==> config.mk <==
export PLATFORM = sky130hd
export DESIGN_NAME = ahb_arbiter
export DESIGN_NICKNAME = d
export VERILOG_FILES = /design/src/rtl/ahb_pkg.sv /design/src/rtl/ahb_rr_pick.sv /design/src/rtl/ahb_arbiter.sv
export SDC_FILE = /design/constraint.sdc
export NUM_CORES = 1
export LEC_CHECK = 0
export CORE_MARGIN = 1.5
export CORE_UTILIZATION = 57
export CTS_CLUSTER_SIZE = 28
export DETAILED_ROUTE_END_ITERATION = 16
export DONT_BUFFER_PORTS = 1
export PLACE_DENSITY = 0.78
export SYNTH_ARGS = -nofsm -noshare
export SYNTH_HDL_FRONTEND = slang
export SYNTH_SLANG_ARGS = --single-unit
==> constraint.sdc <==
create_clock -name ahb_clk_in -period 2.65 [get_ports ahb_clk_in]
set_clock_uncertainty 0.15 [all_clocks]
set_input_delay 0.6625 -clock ahb_clk_in [delete_from_list [all_inputs] [get_ports ahb_clk_in]]
set_output_delay 0.6625 -clock ahb_clk_in [all_outputs]
set_load 0.1 [all_outputs]
==> src/rtl/ahb_pkg.sv <==
// ============================================================================
// Module : ahb_pkg
// Brief  : Shared AHB encodings, arbiter states and burst-length lookup.
// Rev    : 1.0 - initial release
// ============================================================================
`default_nettype none

package ahb_pkg;

  typedef enum logic [1:0] {
    HTRANS_IDLE   = 2'd0,
    HTRANS_BUSY   = 2'd1,
    HTRANS_NONSEQ = 2'd2,
    HTRANS_SEQ    = 2'd3
  } htrans_e;

  typedef enum logic [2:0] {
    HBURST_SINGLE = 3'd0,
    HBURST_INCR   = 3'd1,
    HBURST_WRAP4  = 3'd2,
    HBURST_INCR4  = 3'd3,
    HBURST_WRAP8  = 3'd4,
    HBURST_INCR8  = 3'd5,
    HBURST_WRAP16 = 3'd6,
    HBURST_INCR16 = 3'd7
  } hburst_e;

  typedef enum logic [0:0] {
    ARB   = 1'b0,
    BURST = 1'b1
  } arb_state_e;

  localparam int BEAT_CNT_W = 4;

  // Beats remaining after the NONSEQ; undefined-length INCR counts as 0.
  function automatic logic [BEAT_CNT_W-1:0] burst_len_m1(input logic [2:0] burst);
    logic [BEAT_CNT_W-1:0] len_m1;
    len_m1 = '0;
    case (burst)
      HBURST_WRAP4,  HBURST_INCR4:  len_m1 = 4'd3;
      HBURST_WRAP8,  HBURST_INCR8:  len_m1 = 4'd7;
      HBURST_WRAP16, HBURST_INCR16: len_m1 = 4'd15;
      default:                      len_m1 = 4'd0;
    endcase
    return len_m1;
  endfunction

endpackage

`default_nettype wire

==> src/rtl/ahb_rr_pick.sv <==
// ============================================================================
// Module : ahb_rr_pick
// Brief  : Combinational round-robin picker; first requester after ptr_in.
// Rev    : 1.0 - initial release
// ============================================================================
`default_nettype none

module ahb_rr_pick #(
  parameter int NUM_MASTERS      = 4,
  parameter int MASTER_IDX_WIDTH = 2
) (
  input  logic [NUM_MASTERS-1:0]      req_in,
  input  logic [MASTER_IDX_WIDTH-1:0] ptr_in,
  output logic [NUM_MASTERS-1:0]      pick_oh_out,
  output logic [MASTER_IDX_WIDTH-1:0] pick_idx_out,
  output logic                        pick_valid_out
);

  always_comb begin
    int j;
    logic [MASTER_IDX_WIDTH-1:0] w_idx;
    j              = 0;
    w_idx          = '0;
    pick_oh_out    = '0;
    pick_idx_out   = '0;
    pick_valid_out = 1'b0;
    // The last candidate visited is ptr_in itself, so a lone grantee keeps it.
    for (int i = 1; i <= NUM_MASTERS; i++) begin
      j = int'(ptr_in) + i;
      if (j >= NUM_MASTERS) j = j - NUM_MASTERS;
      w_idx = MASTER_IDX_WIDTH'(j);
      if (!pick_valid_out && req_in[w_idx]) begin
        pick_valid_out     = 1'b1;
        pick_idx_out       = w_idx;
        pick_oh_out        = '0;
        pick_oh_out[w_idx] = 1'b1;
      end
    end
  end

endmodule

`default_nettype wire

==> src/rtl/ahb_arbiter.sv <==
// ============================================================================
// Module : ahb_arbiter
// Brief  : Round-robin AHB arbiter, re-arbitrating only at burst boundaries.
//          Optional master locking is enabled by defining AHB_LOCK_EN.
// Rev    : 1.0 - initial release
// ============================================================================
`default_nettype none

module ahb_arbiter #(
  parameter int NUM_MASTERS      = 4,
  parameter int MASTER_IDX_WIDTH = 2,
  parameter int DEFAULT_MASTER   = 0
) (
  input  logic                        ahb_clk_in,
  input  logic                        ahb_rst_in,
  input  logic [NUM_MASTERS-1:0]      ahb_busreq_in,
  input  logic [1:0]                  ahb_trans_in,
  input  logic [2:0]                  ahb_burst_in,
  input  logic                        ahb_ready_in,
  input  logic                        ahb_resp_in,
`ifdef AHB_LOCK_EN
  input  logic [NUM_MASTERS-1:0]      ahb_lock_in,
  output logic                        ahb_mastlock_out,
`endif
  output logic [NUM_MASTERS-1:0]      ahb_grant_out,
  output logic [MASTER_IDX_WIDTH-1:0] ahb_master_out,
  output logic [MASTER_IDX_WIDTH-1:0] ahb_master_data_out
);

  import ahb_pkg::*;

  generate
    if (NUM_MASTERS < 2 || NUM_MASTERS > 16) begin : g_bad_num
      $error("ahb_arbiter: NUM_MASTERS must be 2..16");
    end
    if (MASTER_IDX_WIDTH != $clog2(NUM_MASTERS)) begin : g_bad_width
      $error("ahb_arbiter: MASTER_IDX_WIDTH must equal clog2(NUM_MASTERS)");
    end
    if (DEFAULT_MASTER < 0 || DEFAULT_MASTER >= NUM_MASTERS) begin : g_bad_default
      $error("ahb_arbiter: DEFAULT_MASTER out of range");
    end
  endgenerate

  localparam logic [MASTER_IDX_WIDTH-1:0] c_default_idx = MASTER_IDX_WIDTH'(DEFAULT_MASTER);
  localparam logic [NUM_MASTERS-1:0]      c_default_oh  = NUM_MASTERS'(1) << DEFAULT_MASTER;

  arb_state_e                  r_state, w_state_nxt;
  logic [BEAT_CNT_W-1:0]       r_beat_cnt, w_beat_cnt_nxt, w_len_m1;
  logic [MASTER_IDX_WIDTH-1:0] r_rr_ptr, r_grant_idx;
  logic [NUM_MASTERS-1:0]      w_pick_oh;
  logic [MASTER_IDX_WIDTH-1:0] w_pick_idx;
  logic                        w_pick_valid;
  logic                        w_incr_hold, w_lock_hold, w_regrant;

  ahb_rr_pick #(
    .NUM_MASTERS      (NUM_MASTERS),
    .MASTER_IDX_WIDTH (MASTER_IDX_WIDTH)
  ) u_pick (
    .req_in         (ahb_busreq_in),
    .ptr_in         (r_rr_ptr),
    .pick_oh_out    (w_pick_oh),
    .pick_idx_out   (w_pick_idx),
    .pick_valid_out (w_pick_valid)
  );

  always_ff @(posedge ahb_clk_in or posedge ahb_rst_in) begin
    if (ahb_rst_in) begin
      r_state    <= ARB;
      r_beat_cnt <= '0;
    end else begin
      r_state    <= w_state_nxt;
      r_beat_cnt <= w_beat_cnt_nxt;
    end
  end

  always_comb begin
    w_len_m1       = burst_len_m1(ahb_burst_in);
    w_state_nxt    = r_state;
    w_beat_cnt_nxt = r_beat_cnt;
    w_lock_hold    = 1'b0;
    // An error abandons the burst even while HREADY is still low.
    if (ahb_resp_in) begin
      w_beat_cnt_nxt = '0;
      w_state_nxt    = ARB;
    end else if (ahb_ready_in) begin
      case (ahb_trans_in)
        HTRANS_NONSEQ: begin
          w_beat_cnt_nxt = w_len_m1;
          w_state_nxt    = (w_len_m1 > 4'd1) ? BURST : ARB;
        end
        HTRANS_SEQ: begin
          if (r_beat_cnt != '0) w_beat_cnt_nxt = r_beat_cnt - 4'd1;
          // Release one beat early so the next owner's NONSEQ is back-to-back.
          if (r_state == BURST && r_beat_cnt <= 4'd2) w_state_nxt = ARB;
        end
        default: ;
      endcase
    end

    // An undefined-length INCR owner keeps the bus while it keeps requesting.
    w_incr_hold = (r_state == ARB) && !ahb_resp_in &&
                  (r_grant_idx == ahb_master_out) && ahb_busreq_in[r_grant_idx] &&
                  ((ahb_trans_in == HTRANS_SEQ) || (ahb_trans_in == HTRANS_BUSY) ||
                   ((ahb_trans_in == HTRANS_NONSEQ) && (ahb_burst_in == HBURST_INCR)));
`ifdef AHB_LOCK_EN
    w_lock_hold = ahb_lock_in[r_grant_idx];
`endif
    w_regrant = ahb_ready_in && (w_state_nxt == ARB) && !w_incr_hold && !w_lock_hold;
  end

  always_ff @(posedge ahb_clk_in or posedge ahb_rst_in) begin
    if (ahb_rst_in) begin
      ahb_grant_out       <= c_default_oh;
      r_grant_idx         <= c_default_idx;
      r_rr_ptr            <= c_default_idx;
      ahb_master_out      <= c_default_idx;
      ahb_master_data_out <= c_default_idx;
`ifdef AHB_LOCK_EN
      ahb_mastlock_out    <= 1'b0;
`endif
    end else if (ahb_ready_in) begin
      ahb_master_data_out <= ahb_master_out;
      ahb_master_out      <= r_grant_idx;
`ifdef AHB_LOCK_EN
      ahb_mastlock_out    <= ahb_lock_in[r_grant_idx];
`endif
      if (w_regrant) begin
        if (w_pick_valid) begin
          ahb_grant_out <= w_pick_oh;
          r_grant_idx   <= w_pick_idx;
          if (w_pick_idx != r_grant_idx) r_rr_ptr <= w_pick_idx;
        end else begin
          ahb_grant_out <= c_default_oh;
          r_grant_idx   <= c_default_idx;
        end
      end
    end
  end

endmodule

`default_nettype wire

==> out/qor.yml <==
run_status:
  status: "finished, final reports clean"
clock_network:
  root_buffer: "clkbuf_4"
  cts_buffers: 3
  clk_pin_slew_worst_paths_ns: 0.10
  tritoncts: "built"
  cts_num_sinks: 17
  htreeDepth: 1
  clock_latency_ns: 0.30
  clk_path_buf_depth: 2
  holdBufCountCts: 0
route:
  vias: 1222
  wl_met1_um: 1480
  drtIter0Drc: 25
  antenna_left: 0
  wl_met3_um: 167
  routed_wl_um: 3160
  firstDrtPassIters: 4
  drc: 0
  vias_per_cell: 6.30
  wire_per_inst_um: 16.3
  wl_met2_um: 1500
  topRoutingLayerUsed: "met4"
worst_setup_path:
  rr_startpoint: "r_rr_ptr[0]"
  required_ns: 2.68
  crit_path_end_kind: "flop"
  reg2reg_to: "r_rr_ptr[0]"
  path_cells: "buf_4 > mux4_2 > nor2b_4 > o221ai_2 > a21o_1 > a311oi_1 > a311oi_2"
  crit_end: "r_rr_ptr[0]"
  cpPeakStageDelay_ns: 0.62
  startpoint: "r_rr_ptr[0]"
  cp.arrival_ns: 2.58
  crit_type: "reg -> reg"
  cp-start-kind: "flop"
  worst_r2r_path_depth: 7
  crit_slowest_cell: "mux4_2"
  r2r_slack_ns: 0.1
  cp_max_fo: 10
power_and_ir_drop:
  peakVddDrop_mv: 0.954
  p_leak_nw: 0.678
  power_mw: 2.09
  pwr_density_cell_nw_per_um2: 1320
timing:
  min_period_ns: 2.55
  slew_headroom: 0.396
  drv_slew: 0
  tightest_slew_ns: 0.906
  fin_setup_tns_ns: 0
  rsz0062_at_grt: "false"
  fmax_mhz: 392
  fin_ws_ns: 0.0983
  hold_viol: 0
  setup_viol: 0
  post-route-period-util: 0.963
yosys:
  synthMuxAreaShare: 0.140
  synth-async-reset-ratio: 1.00
  synth_fa_ha_area_frac: 0.0778
  seq_area_frac_synth: 0.295
  synth_cell_types: 48
  synthesis.area_um2: 1450
  synth_edf_count: 0
  synth-compound-area-share: 0.220
  synth_top_family_by_area: "compound AO/OA/AOI/OAI gates"
  synth_top_area_share: 0.277
  synth_nets: 175
  synth_area_leaders: "dfrtp_1 28%, ha_1 7.8%, mux2_2 5.4%, mux4_2 4.7%, nor2_1 3.9%"
  synth_top_flop_cell: "dfrtp_1"
  avgSynthCellArea_um2: 9.46
  ys_ff_latch: 17
  synth_xor_area_frac: 0
  synthCells: 153
  ys_warn_count: 0
  synth-simple-area-share: 0.198
  yosys.area.top_type: "dfrtp_1"
die:
  num_rows: 18
  die_w_um: 53.4
  die-area_um2: 2850
  pin_count: 21
  core_um2: 2430
  die_height_um: 53.4
  start_util: 0.595
worst_hold_path:
  min_path_type: "in -> async"
layout:
  area_growth_pct: 9.16
  antenna-diode-count: 0
  final_area_um2: 1580
  drive_gt1_frac: 0.256
  final_cell_mix: "15 x nor2_1, 15 x dfrtp_1, 15 x buf_4"
  nets: 187
  stdcell_count: 194
global_route:
  grt_pass1_vias: 1072
  track_usage: 0.234
  grt_overflow: 0
  antenna_found_initial: 0
  grt_max_degree: 18
  grt_pass1_wl_um: 4890
placed_design:
  place_hpwl_um: 2330
  place_area_um2: 1510
  preCtsSetupSlack_ns: 0.0441
  place_inst: 187
  io_buffers: 0
  gp_congestion: 0.766
run:
  drv_cap: 0
==> registers in the layout (all words and copies together) (netlist names) <==
signal	flops
ahb_master_out	2
ahb_grant_out	4
ahb_master_data_out	2
r_beat_cnt	4
r_state	1
r_rr_ptr	2
r_grant_idx	2
==> worst min-delay path by stage <==
stage	cells after the start	end	from
after floorplan	2	r_beat_cnt[2]	r_beat_cnt[2]
after global placement	2	ahb_grant_out[1]	ahb_grant_out[1]
after detailed placement	2	ahb_grant_out[3]	ahb_grant_out[3]
after CTS	1	r_beat_cnt[1]	ahb_rst_in
after global routing	1	r_beat_cnt[0]	ahb_rst_in
final	1	r_beat_cnt[0]	ahb_rst_in
==> critical path, delay by kind of cell (launching register included) <==
kind / cells / cell delay [ns]
buffers and inverters: 1 / 0.21
multiplexers: 1 / 0.62
AO/OA/AOI/OAI: 4 / 0.76
AND/OR/NAND/NOR: 1 / 0.24
flip-flops: 1 / 0.44
==> synth_stat cells, types with 2 or more instances <==
master,number
mux2_2,7
o21ai_0,10
mux4_2,3
or2_2,2
nor3b_1,2
dfrtp_1,16
buf_2,3
mux2i_1,3
buf_6,4
nor2b_1,3
a221oi_1,4
a22oi_1,6
a21o_1,3
nor3_1,2
nor2_1,15
nand2_1,11
ha_1,9
nand3_1,2
o211ai_1,2
a21oi_1,6
inv_1,10
a311oi_1,2
and2_1,3
==> through the flow <==
stage	utilization	hold slack [ns]
CTS	0.633	0.184
detailed placement	0.622	0.327
global placement	0.622	0.319
global route	0.650	0.222
finish	0.650	0.166
floorplan	-	0.387
==> where the power goes <==
| group | switching, mW | internal [mW] | total [mW] |
|---|---|---|---|
| Combinational | 0.790 | 0.549 | 1.34 |
| Sequential | 0.254 | 0.355 | 0.609 |
| Clock | 0.0844 | 0.0564 | 0.141 |
==> layout make-up <==
type | count | area, µm²
tap | 30 | 37.5
timing repair buffer | 15 | 113
clock buffer | 3 | 22.5
inverter | 10 | 37.5
multi-input combinational | 118 | 937
clock inverter | 1 | 5.00
fill | 199 | 852
sequential | 17 | 428
==> logic make-up after synthesis <==
group,after synthesis
buffers and inverters,18
multiplexers,14
adder cells (fa/ha/maj),9
AND/OR/NAND/NOR,51
flip-flops,17
AO/OA/AOI/OAI,44
==> metal layers <==
layer | GRT usage | vias up
met5 | 0 | -
met2 | 0.354 | 44
met3 | 0.0565 | 4
met1 | 0.336 | 579
met4 | 0.0513 | 0
li1 | - | 595
==> what timing repair did <==
action	4_1_cts	5_1_grt
setup endpoints to repair	0	2
gates resized for setup	0	5
buffers inserted	0	3
endpoints found under the hold margin	0	0
Note: power is estimated with default switching activity, not from simulation.
